<file path="src/rtl/ar_srl_fifo_lvl.sv">
// SRL-based FIFO with registered output stage, occupancy count,
// programmable almost-full/almost-empty flags and sticky overflow/underflow.
module ar_srl_fifo_lvl #(
  parameter int unsigned width     = 128,
  parameter int unsigned l2depth   = 5,
  parameter int unsigned af_thresh = (2 ** l2depth) - 2,
  parameter int unsigned ae_thresh = 1
) (
  input  logic             CLK,
  input  logic             RST,
  input  logic             CLR,
  input  logic             ENQ,
  input  logic [width-1:0] D_IN,
  input  logic             DEQ,
  output logic             FULL_N,
  output logic             EMPTY_N,
  output logic [width-1:0] D_OUT,
  output logic [l2depth:0] COUNT,
  output logic             AFULL,
  output logic             AEMPTY,
  output logic             OVF,
  output logic             UNF
);

  localparam int unsigned depth = 2 ** l2depth;
  localparam int unsigned cw    = l2depth + 1;

  logic [width-1:0]   srl [depth];
  logic [cw-1:0]      head;
  logic [cw-1:0]      head_nxt;
  logic [cw-1:0]      count_nxt;
  logic [l2depth-1:0] rd_idx;
  logic               srl_empty;
  logic               enq_ok;
  logic               deq_ok;
  logic               move_out;

  // Acceptance, output-register advance and next occupancy
  always_comb begin
    enq_ok    = ENQ & FULL_N;
    deq_ok    = DEQ & EMPTY_N;
    move_out  = !srl_empty && (!EMPTY_N || deq_ok);
    rd_idx    = l2depth'(head - cw'(1));
    head_nxt  = head;
    count_nxt = COUNT;
    if (enq_ok && !move_out)      head_nxt = head + cw'(1);
    else if (!enq_ok && move_out) head_nxt = head - cw'(1);
    if (enq_ok && !deq_ok)        count_nxt = COUNT + cw'(1);
    else if (!enq_ok && deq_ok)   count_nxt = COUNT - cw'(1);
  end

  // Shift-register storage; contents are intentionally never reset
  always_ff @(posedge CLK) begin
    if (enq_ok && !CLR) begin
      for (int i = depth - 1; i > 0; i--) srl[i] <= srl[i-1];
      srl[0] <= D_IN;
    end
  end

  // Control state and registered flags
  always_ff @(posedge CLK or posedge RST) begin
    if (RST) begin
      head      <= '0;
      srl_empty <= 1'b1;
      COUNT     <= '0;
      FULL_N    <= 1'b1;
      EMPTY_N   <= 1'b0;
      AFULL     <= 1'b0;
      AEMPTY    <= 1'b1;
      D_OUT     <= '0;
      OVF       <= 1'b0;
      UNF       <= 1'b0;
    end else if (CLR) begin
      head      <= '0;
      srl_empty <= 1'b1;
      COUNT     <= '0;
      FULL_N    <= 1'b1;
      EMPTY_N   <= 1'b0;
      AFULL     <= 1'b0;
      AEMPTY    <= 1'b1;
      D_OUT     <= '0;
      OVF       <= 1'b0;
      UNF       <= 1'b0;
    end else begin
      head      <= head_nxt;
      // Goes empty at once, but clears one cycle after the first write lands
      srl_empty <= (head_nxt == '0) || (head == '0);
      COUNT     <= count_nxt;
      FULL_N    <= (count_nxt != cw'(depth));
      AFULL     <= (count_nxt >= cw'(af_thresh));
      AEMPTY    <= (count_nxt <= cw'(ae_thresh));
      if (move_out) begin
        D_OUT   <= srl[rd_idx];
        EMPTY_N <= 1'b1;
      end else if (deq_ok) begin
        EMPTY_N <= 1'b0;
      end
      OVF <= OVF | (ENQ & ~FULL_N);
      UNF <= UNF | (DEQ & ~EMPTY_N);
    end
  end

endmodule

</file>
<file path="config.mk">
export PLATFORM = sky130hd
export DESIGN_NAME = ar_srl_fifo_lvl
export DESIGN_NICKNAME = d
export VERILOG_FILES = /design/src/rtl/ar_srl_fifo_lvl.sv
export SDC_FILE = /design/constraint.sdc
export NUM_CORES = 2
export LEC_CHECK = 0
export CAP_MARGIN = 20
export CORE_MARGIN = 10
export CORE_UTILIZATION = 55
export DETAILED_ROUTE_END_ITERATION = 10
export DONT_BUFFER_PORTS = 1
export GPL_TIMING_DRIVEN = 0
export MAX_ROUTING_LAYER = met4
export PLACE_DENSITY = 0.7
export SLEW_MARGIN = 0
export SYNTH_ARGS = -nofsm -noshare
export SYNTH_HDL_FRONTEND = slang
export SYNTH_SLANG_ARGS = --single-unit
</file>
<file path="constraint.sdc">
create_clock -name CLK -period 212.7 [get_ports CLK]
set_input_delay 42.54 -clock CLK [delete_from_list [all_inputs] [get_ports CLK]]
set_output_delay 42.54 -clock CLK [all_outputs]
set_load 0.02 [all_outputs]
</file>
==> reports/qor.csv <==
metric,value,unit
status,"complete, no violations",
first_global_vias,77800,
synth_compound_area_share,1.20,%
synthAdderAreaFrac,0.0310,%
vias_per_cell,6.08,
avgSynthCellArea,20.9,um^2
vias,76300,
postCtsResizedCells,0,
r2r.worst_path.cells,15,
hpwl,227,mm
h-tree-depth,5,
nets,8426,
synth-edff-count,4096,
rr_startpoint,head[0]$_DFF_PP0_,
min-delay-start,srl[11][82]$_DFFE_PP_,
place_congestion,0.794,
yosys.area_share.simple,4.34,%
grt_max_degree,84,
ys.flop_type,edfxtp_1,
intPower,0.00164,W
start_util,55.3,%
die_h,561,um
post-route-util,62.7,%
netlist_area,161000,um^2
worstPathRequired,213.30,ns
met3_usage,5.93,%
clk_latency,0.95,ns
worst_pin_slew,1.16,ns
path_clk_slew,0.06,ns
antenna_found_initial,28,
dieArea,315000,um^2
critical_path_class,input port to register,
grt_setup_unrepaired,no,
post_dp_cell_area,169000,um^2
synth_area_leaders,"edfxtp_1 76%, mux4_2 14%, nand2_1 3.0%, dfrtp_1 2.2%, nand3_1 1.2%",
synthXorXnorAreaFrac,0.0877,%
reg2reg_slack,206.44,ns
synth_common_cells,"4096 x edfxtp_1, 1286 x nand2_1, 1023 x mux4_2",
cts.sinks,4243,
ys_warn_count,0,
r2r-end,D_OUT[72]$_DFFE_PP0P_,
hold_class,register to register,
cts_hold_buffers,0,
netlist.area_leader.share,76.3,%
cp.arrival,48.01,ns
die_x,561,um
drtPass1Iterations,6,
min_period_over_period,22.3,%
async_flop_share,3.46,%
muxShareOfSynthArea,14.3,%
finalCriticalPeriod,47.41,ns
area_delta_synth_final,13.4,%
power.density,12.8,nW/um^2
seqPwrFrac,43.8,%
crit_path_start_kind,input port,
met2_usage,31.9,%
ys_seq_area_share,78.6,%
syn_nets,7862,
power,0.00234,W
min_to,srl[12][82]$_DFFE_PP_,
finalInstanceArea,183000,um^2
maxSlewHeadroom,22.4,%
grt_use_met1,29.6,%
grt_util_all_layers,21.6,%
drt-initial-drc-count,9065,
synth_top_family_by_area,multiplexers,
swShare,30.1,%
place_inst,11800,
busiest_layer,met2,
post-route-drc-count,0,
hold_depth,0,
skew,0.0740,ns
port_buffers,0,
leakagePower,60.7,nW
drt-total-wl,336,mm
numCtsBuffers,420,
cts_setup_buffers,0,
synthCells,7725,
hold_viol,0,
yosysTopAreaCell,edfxtp_1,
synth_cell_type_count,49,
fin_cells,12600,
path_max_fanout,38,
clock-root-buffer,clkbuf_16,
p_sw,0.000706,W
clockBufferDepth,4,
synth_most_common_cell,edfxtp_1,
clockPowerShare,31.1,%
grt_pass1_wl,505,mm
setup_viol,0,
cp-end-kind,register,
cts_tree,yes,
timing.fmax,21.1,MHz
gr-total-overflow,0,
post_route_cells_drive_above_1_share,23.1,%
ant_nets,0,
irDropWorstVdd,0.00000973,V
maxCapViolations,0,
num_io_pins,273,
wl_per_cell,26.8,um
synth-seq-cells,4243,
p_comb_share,25.1,%
placementRows,198,
setup_tns,0,ns
final_max_slew_viol_count,0,
core,291000,um^2
[cell families after synthesis]
logic type / count (synthesis)
flops: 4243
simple gates: 1717
mux: 1027
buf+inv: 438
compound gates: 282
xor+xnor: 14
fa+ha+maj: 4
[worst max-delay path: stages]
cell and delay, ns:
clkbuf_1 0.18, clkbuf_1 0.33, nor2_4 0.76, buf_12 0.31, buf_12 0.26, buf_12 0.23
buf_12 0.24, buf_12 0.24, buf_12 0.23, buf_12 0.22, buf_12 0.24, buf_12 0.22
buf_12 0.23, buf_12 0.25, buf_16 0.21, buf_12 0.22, buf_12 0.23, buf_16 0.20
buf_12 0.25, buf_12 0.24
[final cells by class]
type	instances	area, um^2
multi-input combinational	3044	32200
clock buffer	567	11500
buffer	429	2320
fill	19500	109000
sequential	4243	127000
tap	3900	4880
inverter	9	41.3
timing repair buffer	142	2990
clock inverter	201	2080
antenna	25	62.6
[worst max path at each step]
stage          from               endpoint  slack, ns  depth (start not counted)
4_1_cts         CLR   srl[1][10]$_DFFE_PP_     165.35                         20
6_report        CLR   srl[13][9]$_DFFE_PP_     165.29                         20
3_3_place_gp    ENQ  srl[29][10]$_DFFE_PP_      31.02                          2
5_1_grt         CLR   srl[1][10]$_DFFE_PP_     164.93                         20
2_1_floorplan   ENQ    srl[0][0]$_DFFE_PP_      61.90                          2
3_5_place_dp    CLR  srl[18][10]$_DFFE_PP_     164.33                         20
[per-layer routing]
metal / routed length, um / vias up
li1: - / 32700
met1: 137000 / 40000
met2: 158000 / 3035
met3: 31000 / 528
met4: 10500 / 0
met5: 0 / -
[through the flow]
stage	hold WS (ns)	worst slack, ns
floorplan	0.417	61.90
global placement	0.421	31.02
detailed placement	0.427	164.33
CTS	0.408	165.35
global route	0.416	164.93
finish	0.413	165.29
[state kept, by name, summed over array words and instances (netlist names)]
signal and count:
AFULL 1, srl 4096, COUNT 6, FULL_N 1, AEMPTY 1, UNF 1
srl_empty 1, EMPTY_N 1, OVF 1, D_OUT 128, head 6
[power by group through the flow]
| stage | Sequential [W] | Clock, W | Combinational, W |
|---|---|---|---|
| 2_1_floorplan | 0.00117 | 0 | 0.000404 |
| 3_3_place_gp | 0.00124 | 0 | 0.000567 |
| 5_1_grt | 0.00103 | 0.000777 | 0.000636 |
| 3_5_place_dp | 0.00105 | 0 | 0.000593 |
| 6_report | 0.00103 | 0.000729 | 0.000587 |
| 4_1_cts | 0.00103 | 0.000744 | 0.000597 |
[placed cells by master (no fill, tap or decap), types with 5 or more instances in the layout]
cell type and instances:
edfxtp_1 4096, buf_4 25, a221oi_1 127, buf_16 21, clkinv_2 75, buf_2 127, inv_6 9, buf_8 9
clkbuf_1 292, nand2_1 1286, xnor2_1 7, and2_1 5, buf_1 37, bufinv_16 35, nor3_1 6, xor2_1 5
buf_6 13, a21oi_1 134, nand3_1 387, clkbuf_8 34, clkinv_1 54, clkbuf_2 20, mux4_2 1023, buf_12 135
clkbuf_16 425, inv_1 8, clkinvlp_4 12, clkinv_4 6, nor2_1 17, dfrtp_1 144, diode_2 25
No activity file was read; power rests on OpenSTA's default activity.
